### src/rtl/pc_fetch_unit.sv
// PC register, next-PC selection and instruction-memory request/ready sequencing.
// Optional `PC_TRAP_MISALIGN_EN`: halt with a sticky flag on misaligned branch targets instead of aligning them.
module pc_fetch_unit #(
  parameter logic [31:0] RESET_PC = 32'h0000_0000
) (
  input  logic        clk,
  input  logic        reset,
  input  logic [31:0] adder2_out,
  input  logic        Branch,
  input  logic        Zero,
  input  logic        Jump,
  input  logic [25:0] JumpAddr,
  input  logic        halt_req,
  input  logic        imem_ready,
  output logic [31:0] pc_out,
  output logic [31:0] pc_plus4,
  output logic        imem_req,
  output logic        pc_valid,
  output logic        halted,
  output logic        misalign_err
);

  typedef enum logic [1:0] {
    RESET_HOLD = 2'd0,
    FETCH      = 2'd1,
    EXEC       = 2'd2,
    HALT       = 2'd3
  } state_t;

  state_t      state_q, state_d;
  logic [31:0] pc_q, pc_d;
  logic        misalign_q, misalign_d;

  logic [31:0] jump_target;
  logic [31:0] sel_target;
  logic [31:0] next_pc;
  logic        trap;

  // Target selection: jump beats a taken branch, which beats the sequential PC.
  always_comb begin
    pc_plus4    = pc_q + 32'd4;
    jump_target = {pc_plus4[31:28], JumpAddr, 2'b00};
    if (Jump) begin
      sel_target = jump_target;
    end else if (Branch && Zero) begin
      sel_target = adder2_out;
    end else begin
      sel_target = pc_plus4;
    end
`ifdef PC_TRAP_MISALIGN_EN
    next_pc = sel_target;
    trap    = !Jump && Branch && Zero && (sel_target[1:0] != 2'b00);
`else
    next_pc = sel_target & ~32'h3;
    trap    = 1'b0;
`endif
  end

  always_comb begin
    state_d    = state_q;
    pc_d       = pc_q;
    misalign_d = misalign_q;
    case (state_q)
      RESET_HOLD: begin
        pc_d    = RESET_PC;
        state_d = FETCH;
      end
      FETCH: begin
        if (imem_ready) state_d = EXEC;
      end
      EXEC: begin
        // A trap leaves the PC on the faulting instruction so it can be inspected.
        if (trap) begin
          misalign_d = 1'b1;
          state_d    = HALT;
        end else begin
          pc_d    = next_pc;
          state_d = halt_req ? HALT : FETCH;
        end
      end
      HALT: begin
        state_d = HALT;
      end
      default: begin
        state_d = RESET_HOLD;
      end
    endcase
  end

  always_ff @(posedge clk) begin
    if (reset) begin
      state_q    <= RESET_HOLD;
      pc_q       <= RESET_PC;
      misalign_q <= 1'b0;
    end else begin
      state_q    <= state_d;
      pc_q       <= pc_d;
      misalign_q <= misalign_d;
    end
  end

  assign pc_out       = pc_q;
  assign imem_req     = (state_q == FETCH);
  assign pc_valid     = (state_q == EXEC);
  assign halted       = (state_q == HALT);
  assign misalign_err = misalign_q;

endmodule

### config.mk
export PLATFORM = sky130hd
export DESIGN_NAME = pc_fetch_unit
export DESIGN_NICKNAME = d
export VERILOG_FILES = /design/src/rtl/pc_fetch_unit.sv
export SDC_FILE = /design/constraint.sdc
export NUM_CORES = 1
export LEC_CHECK = 0
export ABC_AREA = 1
export CAP_MARGIN = 20
export CELL_PAD_IN_SITES_DETAIL_PLACEMENT = 0
export CELL_PAD_IN_SITES_GLOBAL_PLACEMENT = 1
export CORE_ASPECT_RATIO = 0.5
export CORE_MARGIN = 5
export CORE_UTILIZATION = 29
export DETAILED_ROUTE_END_ITERATION = 7
export PLACE_DENSITY_LB_ADDON = 0.1
export SYNTH_ARGS = -nofsm -noshare
export SYNTH_HDL_FRONTEND = slang
export SYNTH_SLANG_ARGS = --single-unit
export TNS_END_PERCENT = 100
### constraint.sdc
create_clock -name clk -period 4.9 [get_ports clk]
set_clock_uncertainty 0.15 [all_clocks]
set_input_delay 0.735 -clock clk [delete_from_list [all_inputs] [get_ports clk]]
set_output_delay 0.735 -clock clk [all_outputs]
set_load 0.02 [all_outputs]
==> results of run 1 <==
==> flip-flops by register name, summed over array words and instances (netlist names) <==
signal / cells
pc_out: 30
state_q: 2
==> power by group through the flow <==
stage | sequential (mW) | clock, mW | combinational, mW
global route | 0.279 | 0.339 | 0.182
CTS | 0.277 | 0.329 | 0.169
floorplan | 0.285 | 0 | 0.0774
finish | 0.277 | 0.319 | 0.168
detailed placement | 0.283 | 0 | 0.168
global placement | 0.283 | 0 | 0.169
==> synth_stat cells (all sizes together) (5+ instances only) <==
cell type	instances
clkbuf	10
nor2	52
xor2	11
a21oi	31
o21ai	5
inv	48
nand2	172
buf	11
nand3	16
a22o	21
dfxtp	32
==> stage by stage <==
| step | setup slack [ps] | power [mW] | utilization, % | hold WS [ps] | instances |
|---|---|---|---|---|---|
| 2_1_floorplan | 2460 | 0.362 | - | 354 | 442 |
| 3_3_place_gp | 1630 | 0.452 | 43.8 | 339 | 671 |
| 3_5_place_dp | 1660 | 0.451 | 43.8 | 351 | 671 |
| 4_1_cts | 1590 | 0.775 | 45.3 | 360 | 679 |
| 5_1_grt | 1320 | 0.799 | 45.3 | 375 | 679 |
| 6_report | 1570 | 0.764 | 45.3 | 355 | 679 |
==> worst reg2reg max path, cell delays in order, from the launching register on <==
cell and delay, ps:
dfxtp_1 400, ha_1 240, inv_1 100, nor2_4 170, nand2_4 110, nor2_8 200, nand2_1 80, nand2_1 60
nand2_1 70, nand2_1 60, nand2_1 70, nand2_1 50, a21oi_1 50
==> how the worst max path moves through the flow <==
stage,from,to,slack [ps]
3_3_place_gp,Jump,pc_out[12],1630
2_1_floorplan,pc_out[3],pc_plus4[22],2460
3_5_place_dp,Jump,pc_out[12],1660
5_1_grt,pc_out[11],pc_plus4[31],1320
4_1_cts,pc_out[11],pc_plus4[31],1590
6_report,pc_out[11],pc_plus4[31],1570
==> routing by layer <==
layer / GRT usage [%] / up-vias
met5: 0 / -
li1: - / 1610
met2: 24.7 / 104
met4: 3.25 / 0
met3: 5.25 / 9
met1: 25.1 / 1338
==> final cells by class <==
type	count	area, um^2	share of cell area, %
well taps	121	151	3.58
clock buffers	8	146	3.46
inverters	49	184	4.35
multi-input cells	340	1820	43.1
repair buffers	129	1280	30.3
flip-flops and latches	32	641	15.2
==> logic make-up (layout without fill, tap and decap cells) <==
family | after synthesis | count (layout) | synth area share (%)
xor+xnor | 15 | 15 | 6.16
fa+ha+maj | 1 | 1 | 0.456
other cells | 1 | 5 | 0.137
flops | 32 | 32 | 23.4
compound gates | 64 | 64 | 16.1
buf+inv | 70 | 186 | 10.8
simple gates | 255 | 255 | 43.0
==> flow_summary_export.csv, run 1 <==
group,metric,value,unit
route,met1Wirelength,5160,um
worst_hold_path,hold_depth,2,
cells_and_area,design_area,4230,um^2
cells_and_area,area_growth,54.2,%
worst_setup_path,cp_cell_sequence,"nand2_2 -> nor2_2 -> nand2_1 -> nor2_4 -> nand2_1 -> nor2_1 -> nand2_1 -> nand2_1 -> clkdlybuf4s50_1",
worst_hold_path,hold_start,"pc_out[31]",
timing,grt_setup_unrepaired,"false",
power_and_ir_drop,combinationalPowerShare,22.0,%
worst_setup_path,cp-start-kind,"flip-flop",
worst_setup_path,crit_path_max_incr_delay,600,ps
cells_and_area,nets,623,
route,initialDrtViolationCount,110,
worst_setup_path,cp.required,4010,ps
yosys,syn_inst,438,
cts,cts.sinks,32,
power_and_ir_drop,switching_share,27.0,%
worst_setup_path,crit_family,"simple AND/OR/NAND/NOR gates",
yosys,synth_area,2740,um^2
timing,fmax,0.301,GHz
placed_design,dpl_cell_area,4080,um^2
die,rows,25,
yosys,synth_edf_count,0,
route,ant_nets,0,
worst_setup_path,r2r-start,"pc_out[3]",
worst_setup_path,worstRegToRegCells,12,
die,die_area,11600,um^2
grt,globalRouteOverflowTotal,0,
route,dr_wl_met3,823,um
worst_setup_path,r2r_setup_slack,2950,ps
power_and_ir_drop,p_leak,1.73,nW
route,vias,3061,
timing,tightest_slew,549,ps
route,wl_per_cell,14.7,um
die,die_w,148,um
cts,post_cts_buffers,0,
grt,antenna_found_initial,0,
timing,finalMaxSlewViolations,0,
power_and_ir_drop,clkPwrFrac,41.7,%
timing,finalHoldViolations,0,
cts,path_clk_slew,50,ps
route,first_pass_iters,4,
cts,cts_buffers,5,
route,routed_wl,9970,um
yosys,synth_ff_type,"dfxtp_1",
placed_design,hpwl,7640,um
route,drc_errors,0,
placed_design,gp_congestion,0.804,
run,cap_violations,0,
cts,cts_tree,"yes",
worst_setup_path,rr_endpoint,"pc_out[26]",
die,io_pins,133,
outcome,status,"complete, no violations",
yosys,yosys.area.top_type,"dfxtp_1",
power_and_ir_drop,power.switching,207,uW
yosys,synth_top_area_share,23.4,%
yosys,avgSynthCellArea,6.26,um^2
die,fp.coreArea,9320,um^2
power_and_ir_drop,p_int,557,uW
worst_setup_path,end_kind,"output pin",
worst_setup_path,crit_type,"reg -> out",
route,dr_wl_met2,3910,um
yosys,ys.warnings.count,0,
grt,grt_pass1_vias,2906,
placed_design,io_buffers,125,
cts,cts_resized,0,
worst_setup_path,worstSetupPathDepth,9,
route,via_per_inst,4.51,
yosys,ys_seq_area_share,23.4,%
grt,grt_max_degree,33,
worst_hold_path,hold_end,"pc_out[31]",
power_and_ir_drop,peakVddDrop,0.116,mV
power_and_ir_drop,power_density,181,nW/um^2
worst_hold_path,hp-class,"reg -> reg",
timing,period_share,67.9,%
cts,cts-root-buf,"clkbuf_16",
grt,grt_first_pass_wirelength,15900,um
power_and_ir_drop,p_seq_share,36.3,%
cells_and_area,diodes,0,
cells_and_area,drive_gt1_share,9.50,%
yosys,synth_cell_types,35,
grt,grt.total_usage,17.2,%
yosys,synthArstFlopShare,0,%
cells_and_area,fill_cells,1005,
worst_setup_path,critPathArrivalTime,2440,ps
worst_setup_path,cp_max_fo,5,
route,top_layer_used,"met4",
cts,clockBufferDepth,2,
worst_setup_path,path_buf_inv,1,
timing,setup_viol,0,
cts,h-tree-depth,2,
timing,fin_setup_tns,0,ps
timing,fin_crit,3330,ps
yosys,synth.ff_latch_count,32,
yosys,synth_area_leaders,"dfxtp_1 23%, nand2_1 22%, a22o_1 6.7%, inv_1 6.4%, nor2_1 5.1%",
die,dieHeight,78.8,um
cells_and_area,final_cell_mix,"158 x nand2_1, 125 x clkdlybuf4s50_1, 47 x inv_1",
cells_and_area,layout.cells.most_common,"nand2_1",
cts,hold_buffers,0,
die,start_util,29.4,%
worst_setup_path,critPathMostFrequentCell,"nand2_1",
worst_setup_path,critPathSlowestCell,"clkdlybuf4s50_1",
timing,slew_headroom,63.2,%
cts,clkLatencyLatePin,280,ps
Power figures use the tool's default switching activity.
==> run 2, diff against run 1 <==
--- a/config.mk
+++ b/config.mk
@@ -11,7 +11,7 @@
 export CELL_PAD_IN_SITES_GLOBAL_PLACEMENT = 1
 export CORE_ASPECT_RATIO = 0.5
 export CORE_MARGIN = 5
-export CORE_UTILIZATION = 29
+export CORE_UTILIZATION = 27
 export DETAILED_ROUTE_END_ITERATION = 7
 export PLACE_DENSITY_LB_ADDON = 0.1
 export SYNTH_ARGS = -nofsm -noshare
==> constraint.sdc (replaced) <==
create_clock -name clk -period 3.3 [get_ports clk]
set_clock_uncertainty 0.15 [all_clocks]
set_input_delay 0.495 -clock clk [delete_from_list [all_inputs] [get_ports clk]]
set_output_delay 0.495 -clock clk [all_outputs]
set_load 0.02 [all_outputs]
==> run 2 against run 1 <==
  * Core utilization decreased by 2.8 points
  * Global-route usage decreased by 0.61 points
  * Final cell count increased by 2.9%
  * Power increased by 51%
  * Clock power increased by 53%
  * First-iteration DRC count increased by 23%
  * Largest power group unchanged
==> flow_summary_export.csv, run 2 (synthesis gave the netlist of run 1 again) <==
group,metric,value,unit
worst_setup_path,critPathArrivalTime,2410,ps
cts,cts_tree,"yes",
power_and_ir_drop,combinationalPowerShare,22.0,%
route,first_pass_iters,4,
route,routed_wl,10300,um
timing,tightest_slew,554,ps
power_and_ir_drop,power.switching,308,uW
worst_hold_path,hp-class,"reg -> reg",
route,ant_nets,0,
grt,grt.total_usage,16.5,%
cells_and_area,nets,625,
cells_and_area,area_growth,55.8,%
die,dieHeight,81.3,um
timing,fin_setup_tns,0,ps
cts,hold_buffers,0,
grt,grt_max_degree,31,
placed_design,hpwl,7940,um
worst_setup_path,crit_type,"reg -> out",
timing,fin_crit,3050,ps
grt,grt_pass1_vias,2997,
power_and_ir_drop,p_leak,1.74,nW
timing,period_share,92.5,%
route,vias,3068,
cts,cts_buffers,5,
die,die_w,153,um
cells_and_area,diodes,0,
timing,grt_setup_unrepaired,"false",
route,wl_per_cell,14.8,um
grt,globalRouteOverflowTotal,0,
power_and_ir_drop,clkPwrFrac,42.4,%
power_and_ir_drop,switching_share,26.8,%
grt,grt_first_pass_wirelength,16200,um
power_and_ir_drop,p_int,844,uW
cells_and_area,drive_gt1_share,10.0,%
die,start_util,27.3,%
cts,cts-root-buf,"clkbuf_16",
worst_setup_path,cp_max_fo,7,
route,drc_errors,0,
power_and_ir_drop,peakVddDrop,0.158,mV
cts,cts_resized,0,
timing,fmax,0.328,GHz
run,cap_violations,0,
power_and_ir_drop,p_total,1.15,mW
cts,clockBufferDepth,2,
cts,clkLatencyLatePin,280,ps
route,initialDrtViolationCount,135,
die,rows,26,
die,io_pins,133,
grt,antenna_found_initial,0,
timing,finalMaxSlewViolations,0,
die,die_area,12400,um^2
cells_and_area,layout.cells.most_common,"nand2_1",
cts,post_cts_buffers,0,
worst_setup_path,cp.required,2650,ps
cells_and_area,final_cell_mix,"158 x nand2_1, 125 x clkdlybuf4s50_1, 47 x inv_1",
placed_design,gp_congestion,0.799,
cells_and_area,largest_register_ffs,30,
outcome,status,"complete, no violations",
route,via_per_inst,4.39,
die,fp.coreArea,10100,um^2
cts,cts.sinks,32,
timing,slew_headroom,62.9,%
timing,finalHoldViolations,0,
cts,path_clk_slew,50,ps
cts,h-tree-depth,2,
power_and_ir_drop,power_density,270,nW/um^2
placed_design,io_buffers,125,
worst_setup_path,end_kind,"output pin",
worst_setup_path,cp-start-kind,"flip-flop",
power_and_ir_drop,p_seq_share,35.5,%
timing,setup_viol,0,
==> run 2: changes by cell type in the layout (fill, tap and decap cells not counted), sizes merged <==
cell,delta
buf,+2
clkbuf,-1
==> run 2: power by group through the flow <==
| stage | Clock, mW | Combinational (mW) | Sequential (mW) |
|---|---|---|---|
| finish | 0.489 | 0.254 | 0.410 |
| floorplan | 0 | 0.115 | 0.423 |
| global route | 0.513 | 0.276 | 0.411 |
| detailed placement | 0 | 0.255 | 0.418 |
| global placement | 0 | 0.256 | 0.418 |
| CTS | 0.501 | 0.257 | 0.410 |
==> run 2: metal layers <==
layer / vias to the layer above / global-route usage [%] / wire (um)
met3: 7 / 4.68 / 689
li1: 1616 / - / -
met1: 1349 / 23.7 / 5440
met5: - / 0 / 0
met2: 96 / 25.1 / 4120
met4: 0 / 2.67 / 76
==> run 2: cell type report <==
class | instances | area, um^2
well taps | 140 | 175
inverters | 49 | 184
fillers | 1069 | 5780
clock buffers | 7 | 153
repair buffers | 131 | 1300
flip-flops and latches | 32 | 641
multi-input cells | 340 | 1820
==> run 2: worst max-delay path, cell delays in order, from the launching register on <==
cell and delay [ps]:
dfxtp_1 390, ha_1 250, inv_1 100, nor2_4 180, nand2_4 110, nor2_8 210
nand2_1 70, nand2_1 70, and2_1 120, clkdlybuf4s50_1 610
==> run 2: final timing paths <==
kind               from      endpoint  slack (ps)  depth (start not counted)
max reg2reg   pc_out[3]    pc_out[26]        1340                         12
min reg2reg  pc_out[31]    pc_out[31]         350                          2
min          pc_out[31]    pc_out[31]         350                          2
max           pc_out[3]  pc_plus4[22]         250                          9
==> run 2: stage by stage <==
stage          util (%)  area [um^2]  cells  hold WS, ps  worst slack, ps
2_1_floorplan         -         2760    442          354             1100
3_3_place_gp       41.0         4120    692          340              582
3_5_place_dp       41.0         4120    692          346              543
4_1_cts            42.5         4270    699          355              227
5_1_grt            42.5         4270    699          388             73.5
6_report           42.5         4270    699          354              248
